--- config.mk ---
export PLATFORM = sky130hd
export DESIGN_NAME = fpnew_result_buffer
export DESIGN_NICKNAME = d
export VERILOG_FILES = /design/src/rtl/fpnew_result_buffer.sv
export SDC_FILE = /design/constraint.sdc
export NUM_CORES = 1
export LEC_CHECK = 0
export CORE_MARGIN = 4
export CORE_UTILIZATION = 30
export DETAILED_ROUTE_END_ITERATION = 8
export PLACE_DENSITY = 0.56
export SYNTH_ARGS = -nofsm -noshare
export SYNTH_HDL_FRONTEND = slang
export SYNTH_SLANG_ARGS = --single-unit
export TNS_END_PERCENT = 100
--- constraint.sdc ---
create_clock -name clk_i -period 3.8 [get_ports clk_i]
set_input_delay 0.38 -clock clk_i [delete_from_list [all_inputs] [get_ports clk_i]]
set_output_delay 0.38 -clock clk_i [all_outputs]
set_load 0.02 [all_outputs]
--- src/rtl/fpnew_result_buffer.sv ---
// Result FIFO between an FPU opgroup and its consumer; head entry is driven straight from storage.
// Define FPNEW_RESULT_BUF_STICKY_EN to add sticky exception flags accumulated over all pops.
module fpnew_result_buffer #(
    parameter int unsigned Width    = 32,
    parameter int unsigned Depth    = 4,
    parameter int unsigned TagWidth = 1
) (
    input  logic                       clk_i,
    input  logic                       rst_ni,
    input  logic [Width-1:0]           in_result_i,
    input  logic [4:0]                 in_status_i,
    input  logic                       in_ext_bit_i,
    input  logic [TagWidth-1:0]        in_tag_i,
    input  logic                       in_valid_i,
    output logic                       in_ready_o,
    input  logic                       flush_i,
    output logic [Width-1:0]           out_result_o,
    output logic [4:0]                 out_status_o,
    output logic                       out_ext_bit_o,
    output logic [TagWidth-1:0]        out_tag_o,
    output logic                       out_valid_o,
    input  logic                       out_ready_i,
`ifdef FPNEW_RESULT_BUF_STICKY_EN
    input  logic                       clr_fflags_i,
    output logic [4:0]                 fflags_o,
`endif
    output logic [$clog2(Depth+1)-1:0] usage_o,
    output logic                       busy_o
);

    localparam int unsigned PtrW   = $clog2(Depth);
    localparam int unsigned UsageW = $clog2(Depth + 1);
    localparam int unsigned EntryW = Width + 5 + 1 + TagWidth;
    localparam logic [UsageW-1:0] DepthU = UsageW'(Depth);

    logic [PtrW-1:0]   wr_ptr_q, wr_ptr_d;
    logic [PtrW-1:0]   rd_ptr_q, rd_ptr_d;
    logic [UsageW-1:0] usage_q, usage_d;
    logic [EntryW-1:0] mem_q [Depth];
    logic [EntryW-1:0] entry_d;
    logic              push, pop;

    assign in_ready_o  = (usage_q < DepthU);
    assign out_valid_o = (usage_q != '0);
    assign usage_o     = usage_q;
    assign busy_o      = out_valid_o;

    assign push = in_valid_i & in_ready_o & ~flush_i;
    assign pop  = out_valid_o & out_ready_i & ~flush_i;

    assign entry_d = {in_result_i, in_status_i, in_ext_bit_i, in_tag_i};
    assign {out_result_o, out_status_o, out_ext_bit_o, out_tag_o} = mem_q[rd_ptr_q];

    always_comb begin
        wr_ptr_d = wr_ptr_q;
        rd_ptr_d = rd_ptr_q;
        usage_d  = usage_q;
        if (flush_i) begin
            wr_ptr_d = '0;
            rd_ptr_d = '0;
            usage_d  = '0;
        end else begin
            if (push) wr_ptr_d = wr_ptr_q + PtrW'(1);
            if (pop)  rd_ptr_d = rd_ptr_q + PtrW'(1);
            case ({push, pop})
                2'b10:   usage_d = usage_q + UsageW'(1);
                2'b01:   usage_d = usage_q - UsageW'(1);
                default: usage_d = usage_q;
            endcase
        end
    end

    always_ff @(posedge clk_i) begin
        if (!rst_ni) begin
            wr_ptr_q <= '0;
            rd_ptr_q <= '0;
            usage_q  <= '0;
        end else begin
            wr_ptr_q <= wr_ptr_d;
            rd_ptr_q <= rd_ptr_d;
            usage_q  <= usage_d;
        end
    end

    // Storage is data-only, so it carries no reset.
    always_ff @(posedge clk_i) begin
        if (push) mem_q[wr_ptr_q] <= entry_d;
    end

`ifdef FPNEW_RESULT_BUF_STICKY_EN
    logic [4:0] fflags_q, fflags_d;

    always_comb begin
        fflags_d = fflags_q;
        if (clr_fflags_i) fflags_d = pop ? out_status_o : 5'b0;
        else if (pop)     fflags_d = fflags_q | out_status_o;
    end

    always_ff @(posedge clk_i) begin
        if (!rst_ni) fflags_q <= 5'b0;
        else         fflags_q <= fflags_d;
    end

    assign fflags_o = fflags_q;
`endif

endmodule

==> results of run 1 <==
[report_power, final]
part           total [W]  switching (W)  internal, W
logic           0.000197      0.0000929     0.000104
registers        0.00203      0.0000108      0.00202
clock network    0.00158       0.000620     0.000961
[per-layer routing]
metal	vias up	part of all wire [%]	track usage, %
li1	1271	-	-
met2	68	51	18.1
met1	1459	42	13.0
met5	-	0	0
met3	9	5.9	4.33
met4	0	0.87	3.71
[cell families after synthesis]
logic type                 Yosys count  share of synthesized area [%]
DFF                                165                           79.8
muxes                               40                           14.6
buffers and inverters               18                           1.58
and+or+nand+nor                     18                           1.42
xor gates and xnor gates             5                          0.719
adders and majority gates            6                           1.36
AOI/OAI and AO/OA                    5                          0.513
[worst reg2reg max path: cells and delay by family (launching register included)]
family,cells,cell delay [ps]
xor gates and xnor gates,1,160
adders and majority gates,2,550
AOI/OAI and AO/OA,1,140
buffers and inverters,2,110
DFF,1,440
and+or+nand+nor,3,680
[cells in the mapped netlist]
library cell,n
edfxtp_1,156
a21oi_1,2
dfxtp_1,9
o311ai_0,1
and2_1,1
nand3_1,1
nor2b_1,1
buf_4,3
ha_1,5
or3_1,1
buf_2,2
o21ai_0,1
nand2_1,1
buf_6,2
clkbuf_1,3
xor2_1,4
xnor2_1,1
fa_1,1
and3_1,4
inv_1,8
mux2i_1,1
nor2_1,9
mux4_2,39
o31ai_1,1
[state kept, by name, indices dropped and copies added (netlist names), named ones only]
name and flops:
usage_o 3, wr_ptr_q 2, rd_ptr_q 2, mem_q 156
[through the flow]
step | std cells | power, W
after floorplan | 257 | 0.00215
after global placement | 607 | 0.00227
after detailed placement | 607 | 0.00227
after CTS | 639 | 0.00387
after global routing | 639 | 0.00397
final | 639 | 0.00381
[worst max-delay path by stage]
stage | to | slack, ps | depth (start not counted) | from
after floorplan | mem_q[0][0] | 1630 | 3 | usage_o[2]
after CTS | out_result_o[21] | 790 | 2 | flop
final | out_status_o[1] | 900 | 2 | flop
after global placement | mem_q[3][35] | 1210 | 4 | in_valid_i
after global routing | out_result_o[13] | 710 | 2 | flop
after detailed placement | mem_q[3][32] | 1110 | 4 | in_valid_i
[area by class of cell]
type | count | area (sq um)
clock buffer | 22 | 444
clock inverter | 10 | 105
fill | 1749 | 11900
inverter | 8 | 30.0
multi-input combinational | 74 | 1140
sequential | 165 | 4870
tap | 265 | 332
timing repair buffer | 95 | 933
==> flow_summary.toml, run 1 <==
[routing]
num_vias = 2807
initialDrtViolationCount = 135
via_per_inst = 4.39
drt-total-wl_microns = 11500
drc = 0
drt_first_pass_iters = 4
wl_per_cell_microns = 17.9
antenna_left = 0

[worst_setup_path]
ff2ff_path_depth = 9
path_class = "flop to output port"
cp-start-kind = "flop"
slowest_stage = "dfxtp_4"
reg2reg_from = "usage_o[2]"
critPathCaptureType = "output port"
arrival_ps = 2520
rrSetupSlack_ps = 1650
path_max_fanout = 39
worstPathCellList = "mux4_2 -> clkdlybuf4s50_1"
required_ps = 3420
max_stage_delay_ps = 890
crit_family = "flip-flops"
cp_num_buf_inv = 1
reg2reg_to = "usage_o[2]"

[logic_synthesis]
synth.yosys.seq_area_share_pct = 79.8
synth.top_cell.area_share_pct = 76.9
ys_seq_elements = 165
netlist_instances = 257
yosysTopAreaCell = "edfxtp_1"
synth_area_sq_um = 6090
syn_avg_cell_area_sq_um = 23.7
syn_nets = 307
synth.area.top_cells = "edfxtp_1, mux4_2, dfxtp_1"
synth_warnings = 0
synth.distinct_cells = 24

[min_path]
holdCritPathClass = "flop to flop"
min_from = "rd_ptr_q[1]"
min_path_cells = 2

[global_routing]
grt_overflow = 0
grt_pass1_vias = 3175
antenna_found_initial = 0
grt.total_usage_pct = 10.9
grt_pass1_wl_microns = 17900
grt_max_degree = 40

[clock_tree]
insertion_delay_ps = 410
cts_buffer_depth = 2
cts_resized = 0
cts_tree = "done"
root_buffer = "clkbuf_16"
numCtsBuffers = 17
cts_setup_buffers = 0
htree_num_levels = 4
hold_buffers = 0
clk_pin_slew_ps = 60
clock_sinks = 165

[floorplanning]
dieArea_sq_um = 22700
rows = 51
floorplan.initialDensity_pct = 30.9
die_h_microns = 151
die_width_microns = 151
core_sq_um = 19700
io_pins = 89

[timing]
fin_hold_ws_ps = 529
finalHoldViolations = 0
fmax_ghz = 0.345
finalSetupViolCount = 0
rsz0062_at_grt = "no"
worst_pin_slew_ps = 829
maxSlewViolCount = 0
max_slew_margin_pct = 44.8
fin_worst_skew_ps = 10.6
min_period_over_period_pct = 76.2
period_minus_slack_ps = 2900
tns_ps = 0
fin_ws_ps = 905

[layout]
finalInstanceArea_sq_um = 7850
layout_common_cells = "edfxtp_1, clkdlybuf4s50_1, mux4_2"
syn2layout_area_growth_pct = 28.9
nets = 411
final_core_util_pct = 39.8
layout_commonest_cell = "edfxtp_1"
drive_above_1_share_pct = 20.9
diodes = 0

[place]
place_area_sq_um = 7300
io_buffers = 88
dp_hpwl_microns = 7140
gp_congestion = 0.712
place_ws_ps = 1110

[status]
outcome = "complete, no violations"

[run]
cap_violations = 0

[pwr]
powerDensity_nw_per_um2 = 485
power.leakage_nw = 2.47
irDropWorstVdd_mv = 0.246
Note: power is estimated with default switching activity, not from simulation.
==> run 2, diff against run 1 <==
--- a/config.mk
+++ b/config.mk
@@ -8,7 +8,7 @@
 export CORE_MARGIN = 4
 export CORE_UTILIZATION = 30
 export DETAILED_ROUTE_END_ITERATION = 8
-export PLACE_DENSITY = 0.56
+export PLACE_DENSITY = 0.58
 export SYNTH_ARGS = -nofsm -noshare
 export SYNTH_HDL_FRONTEND = slang
 export SYNTH_SLANG_ARGS = --single-unit
==> constraint.sdc (replaced) <==
create_clock -name clk_i -period 2.51 [get_ports clk_i]
set_input_delay 0.251 -clock clk_i [delete_from_list [all_inputs] [get_ports clk_i]]
set_output_delay 0.251 -clock clk_i [all_outputs]
set_load 0.02 [all_outputs]
==> run 2 against run 1 <==
  * Hold slack got worse by 56 ps
  * Final area rose by 0.92%
  * Clock skew barely moved
  * Sequential share of layout area fell by 0.57 points
  * Count of clock-buffer cells in the layout fell by 1
  * Cell count did not move
  * Highest routed layer unchanged
==> flow_summary.toml, run 2 (synthesized netlist as in run 1, its figures left out) <==
[status]
outcome = "complete, no violations"

[layout]
multiInputGateArea_sq_um = 1140
fin_cells = 639
diodes = 0
layout_commonest_cell = "edfxtp_1"
regMostFlops = "mem_q"
nets = 412
ff_latch_area_sq_um = 4870
largest_reg_flops = 156
layout_common_cells = "edfxtp_1, clkdlybuf4s50_1, mux4_2"
drive_above_1_share_pct = 20.9
syn2layout_area_growth_pct = 30.0
fillers = 1743

[clock_tree]
root_buffer = "clkbuf_16"
cts_buffer_depth = 2
clock_sinks = 165
clk_pin_slew_ps = 60
cts_tree = "done"
htree_num_levels = 4
numCtsBuffers = 17
cts_setup_buffers = 0
insertion_delay_ps = 410

[worst_setup_path]
path_class = "flop to output port"
required_ps = 2260
reg2reg_from = "usage_o[2]"
worstPathCellList = "buf_12 -> mux4_2 -> clkdlybuf4s50_1"
critPathCaptureType = "output port"
path_max_fanout = 25
ff2ff_path_depth = 9
arrival_ps = 2140
rrSetupSlack_ps = 400
cp-start-kind = "flop"
slowest_stage = "clkdlybuf4s50_1"
max_stage_delay_ps = 560
reg2reg_to = "usage_o[2]"

[routing]
initialDrtViolationCount = 112
antenna_left = 0
via_per_inst = 4.43
wl_per_cell_microns = 17.3
drt-total-wl_microns = 11000
drc = 0
drt_first_pass_iters = 4
num_vias = 2832

[timing]
fmax_ghz = 0.418
tns_ps = 0
min_period_over_period_pct = 95.3
max_slew_margin_pct = 70.0
maxSlewViolCount = 0
period_minus_slack_ps = 2390
finalHoldViolations = 0
fin_worst_skew_ps = 10.7
worst_pin_slew_ps = 445
rsz0062_at_grt = "no"
fin_ws_ps = 118
finalSetupViolCount = 0

[global_routing]
grt_overflow = 0
antenna_found_initial = 0
grt.total_usage_pct = 10.4
grt_pass1_vias = 3146
grt_max_degree = 40
grt_pass1_wl_microns = 17300

[place]
dp_hpwl_microns = 6470
place_ws_ps = 140
gp_congestion = 0.762
io_buffers = 88
place_inst = 608

[min_path]
holdCritPathClass = "primary input to flop"
hold_end = "mem_q[3][33]"
min_path_cells = 1
min_from = "in_result_i[26]"

[pwr]
power.leakage_nw = 2.48
irDropWorstVdd_mv = 0.420
powerDensity_nw_per_um2 = 731

[floorplanning]
io_pins = 89
core_sq_um = 19700
dieArea_sq_um = 22700
floorplan.initialDensity_pct = 30.9
die_h_microns = 151
rows = 51
die_width_microns = 151

[run]
cap_violations = 0
[run 2: changes by cell type in the layout (fill, tap and decap cells not counted), sizes merged]
cell	previous run	this run
clkbuf	22	21
buf	7	8
[run 2: power by group]
part	switching, W	internal [W]	total [W]
sequential	0.0000107	0.00306	0.00307
combinational	0.000143	0.000163	0.000305
clock	0.000968	0.00145	0.00242
total	0.00112	0.00467	0.00579
[run 2: metrics by stage]
stage / area [sq um] / total power, W / hold slack (ps) / util [%]
floorplan: 6090 / 0.00325 / 350 / -
global placement: 7370 / 0.00343 / 500 / 37.4
detailed placement: 7370 / 0.00344 / 537 / 37.4
CTS: 7920 / 0.00589 / 451 / 40.2
global route: 7920 / 0.00604 / 451 / 40.2
finish: 7920 / 0.00579 / 473 / 40.2
[run 2: worst max-delay path: cells and delay by family, from the launching register on]
family	cells	cell delay [ps]
multiplexers	1	550
flip-flops	1	360
buffers and inverters	2	780
[run 2: how the worst max path moves through the flow]
stage | to | slack [ps]
2_1_floorplan | mem_q[0][0] | 340
3_3_place_gp | usage_o[2] | 210
3_5_place_dp | usage_o[2] | 140
4_1_cts | out_result_o[14] | 60
5_1_grt | out_result_o[31] | 0.7
6_report | out_result_o[6] | 120
[run 2: final cells by class]
| class | count | area share, % |
|---|---|---|
| clock inverter | 10 | 1.36 |
| sequential | 165 | 61.5 |
| inverter | 8 | 0.379 |
| timing repair buffer | 96 | 12.7 |
| tap | 265 | 4.18 |
| clock buffer | 21 | 5.56 |
| multi-input combinational | 74 | 14.4 |
[run 2: per-layer routing]
layer | track usage [%] | up-vias | routed length [microns]
li1 | - | 1274 | -
met1 | 13.3 | 1472 | 4770
met2 | 16.3 | 76 | 5400
met3 | 3.79 | 10 | 739
met4 | 4.12 | 0 | 128
met5 | 0 | - | 0
[run 2: repair_timing]
item	CTS	global route
resized for setup	1	0
setup endpoints to repair	2	0
hold buffers	0	0
==> run 3, diff against run 2 <==
--- a/config.mk
+++ b/config.mk
@@ -9,6 +9,7 @@
 export CORE_UTILIZATION = 30
 export DETAILED_ROUTE_END_ITERATION = 8
 export PLACE_DENSITY = 0.58
+export REMOVE_ABC_BUFFERS = 1
 export SYNTH_ARGS = -nofsm -noshare
 export SYNTH_HDL_FRONTEND = slang
 export SYNTH_SLANG_ARGS = --single-unit
==> run 3 against run 2 <==
  * Critical path depth is the same
  * Cell count is the same
  * Count of clock-buffer cells in the layout shrank 3
  * Setup slack lost 14 ps
  * Via count grew 0.42%
  * Die area is the same
  * Critical path type unchanged
  * Critical endpoint is now out_ext_bit_o
  * Highest routed layer is now met5
==> flow_summary.toml, run 3 (synthesized netlist as in run 1, its figures left out) <==
[status]
outcome = "complete, no violations"

[routing]
via_per_inst = 4.45
drt_first_pass_iters = 4
drc = 0
drt-total-wl_microns = 11400
antenna_left = 0
initialDrtViolationCount = 162
num_vias = 2844
wl_per_cell_microns = 17.9

[clock_tree]
clock_sinks = 165
htree_num_levels = 4
numCtsBuffers = 17
root_buffer = "clkbuf_16"
hold_buffers = 0
cts_buffer_depth = 2
clk_pin_slew_ps = 60
cts_resized = 0
cts_tree = "done"
cts_setup_buffers = 0
insertion_delay_ps = 420

[floorplanning]
die_h_microns = 151
io_pins = 89
dieArea_sq_um = 22700
floorplan.initialDensity_pct = 30.9
die_width_microns = 151
rows = 51
core_sq_um = 19700

[layout]
nets = 411
finalInstanceArea_sq_um = 7970
syn2layout_area_growth_pct = 30.8
regMostFlops = "mem_q"
fillers = 1735
layout_common_cells = "edfxtp_1, clkdlybuf4s50_1, mux4_2"
diodes = 0
layout_commonest_cell = "edfxtp_1"
drive_above_1_share_pct = 21.4
largest_reg_flops = 156

[worst_setup_path]
arrival_ps = 2160
reg2reg_from = "usage_o[2]"
path_class = "flop to output port"
ff2ff_path_depth = 9
required_ps = 2260
rrSetupSlack_ps = 380
critPathCaptureType = "output port"
cp-start-kind = "flop"
reg2reg_to = "usage_o[2]"
path_max_fanout = 27

[global_routing]
antenna_found_initial = 1
grt_pass1_wl_microns = 17900
top_usage_layer = "met2"
grt_max_degree = 40
grt_overflow = 0
grt.total_usage_pct = 10.9
use_met2_pct = 17.8
met1_usage_pct = 13.0
met3_usage_pct = 3.91
grt_pass1_vias = 3204

[timing]
worst_pin_slew_ps = 478
min_period_over_period_pct = 95.9
fmax_ghz = 0.416
max_slew_margin_pct = 68.1
finalHoldViolations = 0
rsz0062_at_grt = "yes"
fin_worst_skew_ps = 7.87
period_minus_slack_ps = 2410
fin_ws_ps = 104
maxSlewViolCount = 0
finalSetupViolCount = 0

[place]
place_area_sq_um = 7380
place_ws_ps = 110
gp_congestion = 0.696
io_buffers = 88
dp_hpwl_microns = 6570

[pwr]
powerDensity_nw_per_um2 = 746
irDropWorstVdd_mv = 0.442
power.leakage_nw = 2.50

[min_path]
min_path_cells = 1
min_from = "in_result_i[4]"
hold_end = "mem_q[1][11]"
holdCritPathClass = "primary input to flop"

[run]
cap_violations = 0
[run 3: final cells by class]
cell class	instances	area (sq um)	share of cell area, %
Clock buffer	18	429	5.39
Clock inverter	14	161	2.03
Inverter	8	30.0	0.377
Multi-Input combinational cell	74	1140	14.3
Sequential cell	165	4870	61.1
Tap cell	265	332	4.16
Timing Repair Buffer	95	1010	12.7
[run 3: critical path, stage by stage (launching register included)]
cell and delay (ps):
dfxtp_4 350, buf_12 240, mux4_2 570, clkdlybuf4s50_1 560
[run 3: power by group]
group / total, W / switching [W] / internal (W)
sequential: 0.00307 / 0.0000108 / 0.00306
combinational: 0.000306 / 0.000144 / 0.000163
clock: 0.00257 / 0.00102 / 0.00155
total: 0.00595 / 0.00117 / 0.00478
[run 3: routing by layer]
metal | vias to the layer above | wire, microns
li1 | 1275 | -
met2 | 73 | 5680
met4 | 2 | 204
met5 | - | 7
met1 | 1476 | 4830
met3 | 18 | 714
[run 3: worst max path at each step]
stage                                  end  slack, ps  cells past startpoint
after global routing      out_result_o[17]         -7                      3
after global placement          usage_o[2]        190                     10
after detailed placement        usage_o[2]        110                     10
after floorplan              out_ext_bit_o       -190                      1
after CTS                 out_result_o[24]         40                      3
final                        out_ext_bit_o        100                      3
[run 3: through the flow]
step	setup TNS (ps)	std cells	total power [W]	hold WS [ps]	utilization, %
floorplan	-7570	247	0.00325	350	-
global placement	0	607	0.00343	519	37.4
detailed placement	0	607	0.00344	527	37.4
CTS	0	639	0.00604	444	40.4
global route	-12.3	639	0.00619	455	40.4
finish	0	639	0.00595	469	40.4
